### src/rtl/rng_share_arbiter.sv
// rng_share_arbiter: one xorshift32 generator shared round-robin among N_REQ lanes (clk, reset, seed_ID, seed_load, req -> gnt, gnt_id, rnd_valid, rnd_data, state)
module rng_share_arbiter #(
  parameter int N_REQ       = 4,
  parameter int WARM_CYCLES = 8
) (
  input  logic                     clk,
  input  logic                     reset,
  input  logic [7:0]               seed_ID,
  input  logic                     seed_load,
  input  logic [N_REQ-1:0]         req,
  output logic [N_REQ-1:0]         gnt,
  output logic [$clog2(N_REQ)-1:0] gnt_id,
  output logic                     rnd_valid,
  output logic [31:0]              rnd_data,
  output logic [2:0]               state
);
  localparam int IW = $clog2(N_REQ);
  typedef enum logic [2:0] {IDLE = 3'b000, SEED = 3'b001, WARM = 3'b010, SERVE = 3'b011} state_e;
  state_e            state_q, state_d;
  logic [31:0]       x_q, x_d, data_q, data_d;
  logic [7:0]        cnt_q, cnt_d;
  logic [IW-1:0]     last_q, last_d, id_q, id_d, win, kk;
  logic [N_REQ-1:0]  gnt_q, gnt_d;
  logic              valid_q, valid_d, hit;
  int                k;
  function automatic logic [31:0] step(input logic [31:0] v);
    logic [31:0] t;
    t = v ^ (v << 13);
    t = t ^ (t >> 17);
    return t ^ (t << 5);
  endfunction
  // Scan from farthest offset down so the nearest requester after last wins.
  always_comb begin
    win = '0;
    hit = 1'b0;
    k   = 0;
    kk  = '0;
    for (int i = N_REQ; i >= 1; i--) begin
      k  = (int'(last_q) + i) % N_REQ;
      kk = IW'(k);
      if (req[kk]) begin
        win = kk;
        hit = 1'b1;
      end
    end
  end
  always_comb begin
    state_d = state_q;
    x_d     = x_q;
    cnt_d   = cnt_q;
    last_d  = last_q;
    id_d    = id_q;
    data_d  = data_q;
    gnt_d   = '0;
    valid_d = 1'b0;
    if (seed_load) state_d = SEED;
    else begin
      unique case (state_q)
        IDLE: state_d = SEED;
        SEED: begin
          x_d     = {24'h5A5A5A, seed_ID};
          cnt_d   = '0;
          state_d = WARM;
        end
        WARM: begin
          x_d     = step(x_q);
          cnt_d   = cnt_q + 8'd1;
          state_d = (cnt_q == 8'(WARM_CYCLES - 1)) ? SERVE : WARM;
        end
        SERVE: if (hit) begin
          x_d        = step(x_q);
          data_d     = step(x_q);
          gnt_d[win] = 1'b1;
          id_d       = win;
          valid_d    = 1'b1;
          last_d     = win;
        end
        default: state_d = IDLE;
      endcase
    end
  end
  always_ff @(posedge clk) begin
    if (reset) begin
      state_q <= IDLE;
      x_q     <= '0;
      cnt_q   <= '0;
      last_q  <= IW'(N_REQ - 1);
      id_q    <= '0;
      data_q  <= '0;
      gnt_q   <= '0;
      valid_q <= 1'b0;
    end else begin
      state_q <= state_d;
      x_q     <= x_d;
      cnt_q   <= cnt_d;
      last_q  <= last_d;
      id_q    <= id_d;
      data_q  <= data_d;
      gnt_q   <= gnt_d;
      valid_q <= valid_d;
    end
  end
  assign gnt       = gnt_q;
  assign gnt_id    = id_q;
  assign rnd_valid = valid_q;
  assign rnd_data  = data_q;
  assign state     = state_q;
endmodule

### config.mk
export PLATFORM = sky130hd
export DESIGN_NAME = rng_share_arbiter
export DESIGN_NICKNAME = d
export VERILOG_FILES = /design/src/rtl/rng_share_arbiter.sv
export SDC_FILE = /design/constraint.sdc
export NUM_CORES = 1
export LEC_CHECK = 0
export BUFFER_PORTS_ARGS = -buffer_cell sky130_fd_sc_hd__buf_2
export CAP_MARGIN = 20
export CORE_MARGIN = 5
export CORE_UTILIZATION = 35
export DETAILED_ROUTE_END_ITERATION = 10
export PLACE_DENSITY = 0.58
export SYNTH_ARGS = -nofsm -noshare
export SYNTH_HDL_FRONTEND = slang
export SYNTH_SLANG_ARGS = --single-unit
### constraint.sdc
create_clock -name clk -period 2.9 [get_ports clk]
set_input_delay 0.435 -clock clk [delete_from_list [all_inputs] [get_ports clk]]
set_output_delay 0.435 -clock clk [all_outputs]
set_load 0.01 [all_outputs]
==> flow_results.org, run 1 <==
** Power
- In this run, the clock network consumes about two fifths of the power.
- The internal power of the cells totals roughly 2100 uW.
- Sequential cells burn between 40% and 50% of the power.
- Psw :: about 750 uW
- Switching share of power :: between 20% and 30%
- Leakage power total :: between 0.0015 and 0.002 uW
- Dividing total power by cell area gives a power density of about 570 nW/um2.
- Combinational logic is responsible for about 18% of the overall power.
- VDD sags by at most ~270 uV.

** Clock tree
- Clock tree sinks :: 83
- The number of hold buffers added after CTS was 0.
- TritonCTS created 9 clock buffers.
- Level count of the clock H-tree :: 3
- CTS tree :: built
- Post-CTS Setup Bufs :: 0
- In this run the deepest clock path goes through 2 buffers.
- Total of cells resized after clock tree synthesis :: 0
- After clock tree synthesis, the clock-pin slew on the worst setup and hold paths is around 0.060 ns.
- At the later pin of the worst-skew pair, clock insertion delay measures around 0.33 ns.
- Clock root buffer :: sky130_fd_sc_hd__clkbuf_16

** Yosys
- Post-Synthesis Net Count :: just under 500
- Fraction of the mapped netlist area in adder cells :: 1.44%
- The most used flip-flop cell after synthesis is sky130_fd_sc_hd__dfxtp_1.
- Averaged over all synthesized cells, the footprint is approximately 9.3 um2.
- Cell type contributing the most total cell area after synthesis :: sky130_fd_sc_hd__dfxtp_1
- Area fraction in compound gates after synthesis :: 15.7%
- Counting instances in the post-synthesis netlist gives the leading cell types as sky130_fd_sc_hd__dfxtp_1, sky130_fd_sc_hd__nor2_1, sky130_fd_sc_hd__xnor2_1, sky130_fd_sc_hd__nand2_1, sky130_fd_sc_hd__a21oi_1.
- Most frequent cell after synthesis :: sky130_fd_sc_hd__dfxtp_1
- Number of unique standard cell types used by synthesis :: 58
- Ranking of synthesized cells by area :: sky130_fd_sc_hd__dfxtp_1, sky130_fd_sc_hd__xnor2_1, sky130_fd_sc_hd__nor2_1
- Number of register bits inferred by synthesis :: 83
- After synthesis, the share of cell area in mux cells is 0.924%.
- Yosys top cell area share :: 38.3%
- Share of synthesized area occupied by flip-flops and latches :: 38.3%
- After synthesis the cells add up to roughly 4300 um2.
- The synthesized netlist devotes roughly 22% of its cell area to XOR and XNOR gates.
- Number of enable flip-flop cells after synthesis :: 0
- Warnings from Yosys :: 0
- Share of synthesized cell area in and, or, nand and nor gates :: about 17%
- Combinational family with the most area after synthesis :: XOR/XNOR gates
- Post-synth ARST share :: 0%
- After technology mapping, the gate count stands at between 400 and 500.

** Routing
- Post-route ant nets :: 0
- The detailed router finished its first iteration with approximately 150 violations.
- After detailed routing, the number of vias per cell comes to between 5 and 6.
- Vias after detailed routing :: 3394
- Dividing the detail-routed wire length by the instance count gives approximately 15 um.
- The first TritonRoute pass finished after 5 iterations.
- DRC violation count after routing :: 0
- The routed design has 10.3 mm of wire.

** Timing
- The routed design could run at a clock period as short as between 2 and 2.5 ns.
- Unrepaired setup endpoints after global routing :: no
- Number of setup violations in the final report :: 0
- The clock arrives with 0.00311 ns of skew.
- The final-report max-slew violation count came to 0.
- Final clock period utilization by the worst path :: around three quarters
- Highest clock rate :: 454 MHz
- Slew margin rel. :: 53.2%
- The final count of hold timing violations was 0.
- Hold timing on the final database bottoms out at a slack of a little under 0.4 ns.
- Worst slew pin tran :: around 0.7 ns
- Summed negative setup slack over all endpoints :: 0 ns

** Global routing
- The initial antenna violation count was 0.
- Global routing consumed, over all layers together, between 10% and 20% of the routing resources.
- GRT Max-Usage Layer :: met2
- The first global-routing pass estimated between 15 and 20 mm of wire.
- Entering global routing, the biggest net connects approximately 50 pins.
- In the global route stage, met3 resource usage came out at 3.73%.
- Met2 Resource Use GR :: 23.1%
- For met1 alone, demand over resource in global routing was 18.4%.
- Global routing finished with a remaining overflow of 0.
- The number of global-route vias before repair is 3160.

** Layout
- 0 antenna diodes ended up in the layout.
- For this run, the post-layout net count is approximately 520.
- Fraction of layout instances using a drive strength above 1 :: between 10% and 20%
- Relative to the synthesized area, the layout overhead comes to 16.2%.
- Finished Layout Cells :: ~680
- Final Instance Area :: 5040 um2
- Fillers :: between 1000 and 1500

** Placed design
- Including well taps, the total number of placed cells is about 660.
- Final weighted congestion of routability-driven global placement :: roughly 0.8
- Half-perimeter wire length of the detailed placement result :: 7.53 mm
- Total of buffers placed on input and output ports :: 55
- Summing all placed instances gives a cell area of between 4000 and 5000 um2.

** Critical path
- Biggest fanout along the worst timing path :: 11
- CP Data Arrival Time :: between 2 and 2.5 ns
- Cell Chain, Critical Path :: inv_1, ha_1, nor2_1, a21boi_2, buf_4, nor2_1, a311oi_1
- Data required, critical path :: between 3 and 4 ns
- Crit Path Class :: register to register
- The worst setup path is captured at a register.
- On the worst path, the slowest cell contributes a delay of about 0.54 ns.
- Cell with the most instances on the worst path :: sky130_fd_sc_hd__nor2_1
- STA classifies the critical path startpoint as a register.
- Cell type of the slowest stage on the worst timing path :: sky130_fd_sc_hd__a21boi_2

** Hold path
- Hold Crit Class :: input port to register

** Flow run
- The tool flagged a number of max-cap violations equal to 0.

** Status
- Run status :: finished clean

** Die
- The die is 121 um tall.
- For this configuration, the core starts out at a cell density of between 30% and 40%.
- Number of rows created at floorplan :: 40
- Die width :: between 100 and 150 um
- The floorplan step defined a die boundary enclosing ~15000 um2.
- In this run the count of I/O pins placed on the die edge is 57.
- Floorplan Core Area :: around 12000 um2
cell families (layout without fill, tap and decap cells):
logic type / Yosys count / count (layout)
compound gates: 99 / 99
xor+xnor: 78 / 78
fa+ha+maj: 5 / 5
buf+inv: 45 / 88
flops: 83 / 83
mux: 4 / 4
other cells: 1 / 1
simple gates: 150 / 150
routing by layer:
metal	up-vias	part of all wire (%)
met5	-	0
met4	0	0.86
met3	7	5.7
met2	87	48
met1	1622	45
li1	1678	-
through the flow:
stage | util, % | setup WS (ns) | total power, uW
after floorplan | - | 1.04 | 1630
after global placement | 39.3 | 0.799 | 1750
after detailed placement | 39.3 | 0.694 | 1760
after CTS | 41.8 | 0.700 | 2900
after global routing | 41.8 | 0.415 | 2990
final | 41.8 | 0.696 | 2870
placed cells by master (no fill, tap or decap), drive strengths merged, types with 4 or more instances in the layout:
cell type  count
a21oi         26
a311oi         4
nand4          4
buf           64
dfxtp         83
and2           7
xor3           9
clkbuf        13
nor2          62
nand2         30
xor2          24
a211oi        19
xnor2         37
or3            4
o21ai         20
ha             5
a22oi          5
xnor3          8
and3           5
mux2i          4
inv            9
nor3          15
nor4           4
nand3b         5
o211ai         4
critical path, delay by kind of cell, from the launching register on:
| family | cells | cell delay [ns] |
|---|---|---|
| adders and majority gates | 1 | 0.23 |
| DFF | 1 | 0.38 |
| and+or+nand+nor | 2 | 0.37 |
| buffers and inverters | 2 | 0.36 |
| AOI/OAI and AO/OA | 2 | 0.77 |
sequential cells by signal, indices dropped and copies added (netlist names):
| name | count |
|---|---|
| gnt_id | 2 |
| rnd_valid | 1 |
| rnd_data | 32 |
| x_q | 32 |
| gnt | 4 |
| state | 2 |
| cnt_q | 8 |
| last_q | 2 |
worst paths after layout:
path                from     endpoint  slack [ns]  cells past startpoint
min reg2reg  rnd_data[1]  rnd_data[1]        0.45                      2
max reg2reg     state[0]      x_q[28]        0.70                      7
min            seed_load     state[1]        0.40                      2
max             state[0]      x_q[28]        0.70                      7
area by class of cell:
| cell class | instances | area, um2 | area share, % |
|---|---|---|---|
| Multi-Input combinational cell | 337 | 2470 | 49.0 |
| Sequential cell | 83 | 1660 | 33.0 |
| Timing Repair Buffer | 64 | 368 | 7.30 |
| Clock buffer | 13 | 260 | 5.17 |
| Tap cell | 168 | 210 | 4.17 |
| Clock inverter | 2 | 35.0 | 0.695 |
| Inverter | 9 | 33.8 | 0.670 |
power groups by stage:
stage	Clock [uW]	Sequential (uW)	Combinational [uW]
6_report	1140	1230	507
5_1_grt	1210	1230	551
4_1_cts	1170	1230	510
3_5_place_dp	0	1250	507
3_3_place_gp	0	1250	501
2_1_floorplan	0	1230	397
No activity file was read; power rests on OpenSTA's default activity.
==> run 2: changes to the inputs <==
--- a/config.mk
+++ b/config.mk
@@ -10,7 +10,7 @@
 export CORE_MARGIN = 5
 export CORE_UTILIZATION = 35
 export DETAILED_ROUTE_END_ITERATION = 10
-export PLACE_DENSITY = 0.58
+export PLACE_DENSITY = 0.6
 export SYNTH_ARGS = -nofsm -noshare
 export SYNTH_HDL_FRONTEND = slang
 export SYNTH_SLANG_ARGS = --single-unit
==> constraint.sdc (replaced) <==
create_clock -name clk -period 1.8 [get_ports clk]
set_input_delay 0.27 -clock clk [delete_from_list [all_inputs] [get_ports clk]]
set_output_delay 0.27 -clock clk [all_outputs]
set_load 0.01 [all_outputs]
==> run 2 against run 1 <==
First-iteration DRC count rose by 56%. Critical path depth fell by 3. Flip-flop and latch count did not move. Total power rose by 74%. Non-clock buffer count rose by 36. Wire length rose by 3.6%. Critical endpoint is now rnd_data[5]. Highest routed layer unchanged.
==> flow_results.org, run 2 (same netlist as run 1, synthesis figures left out) <==
** Power
- The largest voltage drop on the vdd net came to 652 uV (was 274 uV).
- Switching share of power :: 26.0% (was 26.1%)
- Sequential share of power :: 39.5% (was 42.7%)
- Leakage power total :: 0.00220 uW (was 0.00200 uW)
- The power density relative to cell area was 921 nW/um2 (was 570 nW/um2).
- The net switching power figure is 1300 uW (was 750 uW).
- Internal Dissipation :: 3700 uW (was 2120 uW)
- The combinational group share of total power is 18.5% (was 17.7%).
- Portion of total power attributed to the clock network :: 42.0% (was 39.6%)

** Placed design
- The total half-perimeter wirelength after legalization and detailed placement came to 7.82 mm (was 7.53 mm).
- Placed cells :: 694 (was 661)
- The routability congestion estimate was 0.842 (was 0.777).
- The number of port buffers was 55 (unchanged).

** Die
- Initial core utilization :: 35.9% (unchanged)
- I/O Pins :: 57 (unchanged)
- Die area :: 14700 um2 (unchanged)
- The number of core rows is 40 (unchanged).
- Die width :: 121 um (unchanged)
- Die extent in y :: 121 um (unchanged)
- The area of the core was 12100 um2 (unchanged).

** Critical path
- The launching point of the worst reg2reg path is x_q[17] (was state[0]).
- The slowest library cell on the worst path was sky130_fd_sc_hd__dfxtp_1 (was sky130_fd_sc_hd__a21boi_2).
- Biggest fanout along the worst timing path :: 6 (was 11)
- Critical Path Start Type :: register (unchanged)
- Data required, critical path :: 2.05 ns (was 3.14 ns)
- Cell Chain, Critical Path: xnor3_1, xor2_1, xnor2_1, a211oi_1 (was inv_1, ha_1, nor2_1, a21boi_2, buf_4, nor2_1, a311oi_1).
- The delay contributed by the slowest stage of the critical path came to 0.53 ns (was 0.54 ns).
- CP Data Arrival Time :: 1.93 ns (was 2.44 ns)
- The critical path buffer and inverter count was 0 (was 2).
- Critical Path Start :: x_q[17] (was state[0])
- Crit Path Class :: register to register (unchanged)
- Endpoint type of the worst setup path :: register (unchanged)
- Family of cells with the greatest summed delay on the critical path :: XOR/XNOR gates (was compound AO/OA/AOI/OAI gates)

** Routing
- Post-route ant nets :: 0 (unchanged)
- The via count was 3472 (was 3394).
- The starting DRC count in detailed routing was 232 (was 149).
- The detailed-route wire length per cell was 14.9 um (was 15.2 um).
- The ratio of routed vias to standard cells was 4.88 (was 5.02).
- Sum of routed wire length over all layers :: 10.6 mm (was 10.3 mm)
- The detailed-route DRC error count was 0 (unchanged).
- Number of search-and-repair iterations in the first detailed-routing pass :: 4 (was 5)

** Timing
- Unrepaired setup endpoints after global routing :: no (unchanged)
- The final critical delay including setup and external delays was 1.68 ns (was 2.20 ns).
- The final-report max-slew violation count is 0 (unchanged).
- Summed negative setup slack over all endpoints :: 0 ns (unchanged)
- Worst slew pin tran :: 0.704 ns (was 0.697 ns)
- The final worst-path cycle share came to 93.1% (was 76.0%).
- Slew margin rel. :: 53.1% (was 53.2%)
- The achievable frequency came to 597 MHz (was 454 MHz).
- Hold Vio Cnt, Final :: 0 (unchanged)
- The total setup violations reported at the end of the flow is 0 (unchanged).
- Worst-case clock skew :: 0.00878 ns (was 0.00311 ns)

** Global routing
- Remaining Overflow, GRT :: 0 (unchanged)
- Initial antenna violation count :: 0 (unchanged)
- The maximum number of pins on one net before global-route repair is 49 (unchanged).
- The routing usage on met1 was 19.4% (was 18.4%).
- The overall fraction of global-route tracks in use is 14.9% (was 14.0%).
- GR Layer Usage met3 :: 3.36% (was 3.73%)
- Met2 Resource Use GR :: 24.2% (was 23.1%)
- The number of global-route vias before repair is 3416 (was 3160).
- The wire length of the first global-routing pass came to 17.4 mm (was 16.4 mm).
- GRT Max-Usage Layer :: met2 (unchanged)

** Clock tree
- Level count of the clock H-tree :: 3 (unchanged)
- CTS tree :: built (unchanged)
- Maximum number of buffers from clock root to sink :: 2 (unchanged)
- Reg clk slew, reported paths :: 0.06 ns (about the same)
- The number of sinks on the clock net came to 83 (unchanged).
- CTS Buf Count :: 9 (unchanged)
- The clock latency on the worst-skew pair is 0.34 ns (was 0.33 ns).
- The buffer cell driving the clock tree root is sky130_fd_sc_hd__clkbuf_16 (unchanged).

** Layout
- The ratio of cells with drive above 1 in the final layout came to 25.7% (was 18.5%).
- The most common cell after layout, fill and taps aside was sky130_fd_sc_hd__dfxtp_1 (unchanged).
- Final core utilization :: 44.9% (was 41.8%)
- Top library cells by usage in the layout, fill and taps aside :: sky130_fd_sc_hd__dfxtp_1, sky130_fd_sc_hd__nor2_1, sky130_fd_sc_hd__buf_2 (unchanged)
- The signed area change from the synthesized netlist to the final layout is 25.0% (was 16.2%).
- The non-filler instance count after layout is 712 (was 676).
- Number of nets in the layout :: 560 (was 524)
- The total inserted antenna cells was 0 (unchanged).

** Hold path
- Worst hold start :: seed_ID[5] (was seed_load)
- The path class of the lowest-slack min-delay path is input port to register (unchanged).

** Status
- Run status :: finished clean (unchanged)

** Flow run
- Number of maximum-capacitance constraint violations :: 0 (unchanged)
[run 2: path summary, 6_finish.rpt]
kind / end / slack [ns] / depth (start not counted)
worst min-delay path: x_q[5] / 0.24 / 3
worst max-delay path: rnd_data[5] / 0.12 / 4
worst max register to register: rnd_data[5] / 0.12 / 4
worst min register to register: rnd_data[2] / 0.45 / 2
[run 2: cell type report]
cell class / count / area [um2]
clock buffers: 10 / 229
clock inverters: 5 / 103
fillers: 1181 / 6640
inverters: 9 / 33.8
multi-input cells: 337 / 2500
flip-flops and latches: 83 / 1660
well taps: 168 / 210
repair buffers: 100 / 679
[run 2: worst register-to-register path, delay by kind of cell (launching register included)]
kind	cells	cell delay [ns]
xor+xnor	3	0.81
flops	1	0.53
compound gates	1	0.24
[run 2: power by group through the flow]
| stage | registers [uW] | clock network (uW) | logic (uW) |
|---|---|---|---|
| after global routing | 1980 | 2230 | 996 |
| after global placement | 2010 | 0 | 886 |
| final | 1970 | 2100 | 922 |
| after detailed placement | 2010 | 0 | 896 |
| after floorplan | 1980 | 0 | 642 |
| after CTS | 1970 | 2140 | 914 |
[run 2: per-layer routing]
layer / wire (um) / vias up / share of wire, %
li1: - / 1756 / -
met3: 328 / 17 / 3.1
met4: 208 / 0 / 2.0
met1: 5190 / 1643 / 49
met2: 4900 / 56 / 46
met5: 0 / - / 0
[run 2: what timing repair did]
action / CTS / global route
gates resized for setup: 3 / 7
setup buffers: 3 / 0
setup endpoints to repair: 8 / 26
hold buffers: 0 / 0
pin swaps: 0 / 3
[run 2: metrics by stage]
stage               instance area (um2)  worst slack (ns)  hold slack, ns  total power, uW
floorplan                          4340            0.0261           0.349             2630
detailed placement                 5030           -0.0842           0.446             2910
global route                       5420            0.0267           0.263             5200
CTS                                5390            0.0343           0.228             5020
finish                             5420             0.124           0.239             4990
global placement                   5030            0.0144           0.439             2890
==> run 3: changes to the inputs <==
==> constraint.sdc (replaced) <==
create_clock -name clk -period 1.8 [get_ports clk]
set_input_delay 0.27 -clock clk [delete_from_list [all_inputs] [get_ports clk]]
set_output_delay 0.27 -clock clk [all_outputs]
set_load 0.005 [all_outputs]
==> run 3 against run 2 <==
Core utilization fell by 0.39 points. Largest power group is now registers. Flip-flop and latch count is the same. Critical path depth increased by 2. Critical endpoint is now x_q[5].
==> flow_results.org, run 3 (same netlist as run 1, synthesis figures left out) <==
** Status
- Run status :: finished clean (unchanged)

** Clock tree
- The number of sinks on the clock net is 83 (unchanged).
- CTS tree :: built (unchanged)
- The CTS clock-pin slew for the worst setup and hold paths was 0.06 ns (about the same).
- The number of buffers added by the clock tree synthesis step was 9 (unchanged).
- Clock root buffer :: sky130_fd_sc_hd__clkbuf_16 (unchanged)
- Level count of the clock H-tree :: 3 (unchanged)
- Number of buffers inserted by hold repair at cts :: 0 (unchanged)
- Skew-Pair Late Insertion Delay :: 0.34 ns (about the same)
- The worst-case clock buffer depth was 2 (unchanged).

** Flow run
- The total of max-cap violations is 0 (unchanged).

** Layout
- Fraction of layout instances using a drive strength above 1 :: 25.9% (was 25.7%)
- Top library cells by usage in the layout, fill and taps aside :: sky130_fd_sc_hd__dfxtp_1, sky130_fd_sc_hd__nor2_1, sky130_fd_sc_hd__buf_2 (unchanged)
- Ant diodes :: 0 (unchanged)
- The non-filler instance count after layout was 717 (was 712).
- Most common cell after layout, fill and taps aside :: sky130_fd_sc_hd__dfxtp_1 (unchanged)
- Number of nets in the layout :: 564 (was 560)
- Layout-stage area growth over the synthesis result :: 23.9% (was 25.0%)
- The number of fill cells was 1218 (was 1181).

** Power
- Comb power frac :: 20.0% (was 18.5%)
- Switching share of power :: 27.6% (was 26.0%)
- Leakage power total :: 0.00219 uW (was 0.00220 uW)
- The part of the total power dissipated in the clock network was 37.1% (was 42.0%).
- The power density relative to cell area came to 854 nW/um2 (was 921 nW/um2).
- Psw :: 1270 uW (was 1300 uW)
- Internal Dissipation :: 3320 uW (was 3700 uW)
- Sequential share of power :: 42.9% (was 39.5%)
- The largest voltage drop on the vdd net is 516 uV (was 652 uV).

** Timing
- Final clock period utilization by the worst path :: 95.1% (was 93.1%)
- The final count of hold timing violations came to 0 (unchanged).
- Fin worst setup slack :: 0.0888 ns (was 0.124 ns)
- The tightest slew margin relative to the limit is 63.8% (was 53.1%).
- The final critical delay including setup and external delays was 1.71 ns (was 1.68 ns).
- Worst hold-check slack :: 0.251 ns (was 0.239 ns)
- Pins over their slew limit :: 0 (unchanged)
- The total setup violations reported at the end of the flow is 0 (unchanged).
- Worst-case clock skew :: 0.00856 ns (was 0.00878 ns)
- The achievable frequency was 584 MHz (was 597 MHz).
- Worst slew pin tran :: 0.544 ns (was 0.704 ns)

** Die
- Floorplan Core Area :: 12100 um2 (unchanged)
- I/O Pins :: 57 (unchanged)
- The starting density of the core came to 35.9% (unchanged).
- The die height was 121 um (unchanged).
- Die area :: 14700 um2 (unchanged)
- The floorplan die width was 121 um (unchanged).
- The number of core rows is 40 (unchanged).

** Critical path
- Data required, critical path :: 2.05 ns (about the same)
- The critical path class was register to register (unchanged).
- The arrival time of the worst setup path was 1.96 ns (was 1.93 ns).
- Endpoint type of the worst setup path :: register (unchanged)
- Biggest fanout along the worst timing path :: 6 (unchanged)
- Critical Path Start Type :: register (unchanged)

** Routing
- The ratio of routed vias to standard cells was 4.90 (was 4.88).
- Post-route ant nets :: 0 (unchanged)
- The detailed-route DRC error count came to 0 (unchanged).
- Drt wl/cell :: 15.2 um (was 14.9 um)
- Iter 0 DRT Violations :: 148 (was 232)
- The number of iterations in the first detailed-routing pass was 5 (was 4).
- The total routed wirelength was 10.9 mm (was 10.6 mm).
- Vias after detailed routing :: 3515 (was 3472)

** Placed design
- The number of instances in the placed design is 697 (was 694).
- Half-perimeter wire length of the detailed placement result :: 8.00 mm (was 7.82 mm)
- The worst setup slack before clock tree synthesis came to -0.0258 ns (was -0.0842 ns).
- The number of port buffers came to 55 (unchanged).
- The routability congestion estimate is 0.862 (was 0.842).

** Global routing
- Remaining Overflow, GRT :: 0 (unchanged)
- The maximum number of pins on one net before global-route repair is 49 (unchanged).
- The initial antenna violation count is 0 (unchanged).
- The wire length of the first global-routing pass came to 17.3 mm (was 17.4 mm).
- Total global-route track usage :: 14.8% (was 14.9%)
- Via count of the first global-routing pass :: 3423 (was 3416)

** Hold path
- Hold Crit Class :: input port to register (unchanged)
run 3: cell count changes in the layout (fill, tap and decap cells not counted), sizes merged:
cell	change
buf	+3
bufinv	-3
clkbuf	+3
clkinv	+2
run 3: timing repair:
item / in CTS / in global routing
gates resized for setup: 1 / 11
gates cloned: 0 / 2
setup endpoints to repair: 10 / 46
pin swaps: 0 / 5
buffers inserted: 0 / 2
run 3: metrics by stage:
| step | util (%) | area [um2] | setup TNS [ns] | total power, uW |
|---|---|---|---|---|
| after floorplan | - | 4340 | 0 | 2620 |
| after global placement | 41.6 | 5020 | 0 | 2900 |
| after detailed placement | 41.6 | 5020 | -0.0369 | 2910 |
| after CTS | 43.9 | 5290 | 0 | 4630 |
| after global routing | 44.5 | 5370 | -0.00739 | 4800 |
| final | 44.5 | 5370 | 0 | 4590 |
run 3: final timing paths:
kind,startpoint,end,slack [ns],cells after the start
hold reg to reg,rnd_data[17],rnd_data[17],0.45,2
setup reg to reg,state[0],x_q[5],0.09,6
setup / recovery,state[0],x_q[5],0.09,6
hold / removal,seed_ID[6],x_q[6],0.25,3
run 3: power groups by stage:
| stage | Sequential, uW | Clock (uW) | Combinational [uW] |
|---|---|---|---|
| 2_1_floorplan | 1980 | 0 | 641 |
| 3_3_place_gp | 2000 | 0 | 892 |
| 3_5_place_dp | 2010 | 0 | 898 |
| 4_1_cts | 1970 | 1760 | 906 |
| 5_1_grt | 1980 | 1830 | 993 |
| 6_report | 1970 | 1700 | 918 |
run 3: final cells by class:
cell class	count	area [um2]	share of cell area, %
multi-input cells	337	2500	46.6
repair buffers	104	687	12.8
inverters	9	33.8	0.629
clock buffers	12	246	4.59
flip-flops and latches	83	1660	31.0
well taps	168	210	3.91
clock inverters	4	26.3	0.489
run 3: metal layers:
metal | GRT usage, % | up-vias | wire [um] | share of wire (%)
li1 | - | 1771 | - | -
met1 | 19.7 | 1651 | 5180 | 48
met2 | 24.1 | 81 | 5120 | 47
met3 | 3.17 | 12 | 481 | 4.4
met4 | 4.20 | 0 | 98 | 0.90
met5 | 0 | - | 0 | 0
run 3: worst max-delay path, stage by stage (launching register included):
cell,delay (ns)
sky130_fd_sc_hd__dfxtp_2,0.35
sky130_fd_sc_hd__inv_1,0.09
sky130_fd_sc_hd__ha_2,0.23
sky130_fd_sc_hd__nor2_4,0.18
sky130_fd_sc_hd__o21ai_4,0.11
sky130_fd_sc_hd__or3_2,0.48
sky130_fd_sc_hd__o211ai_1,0.18
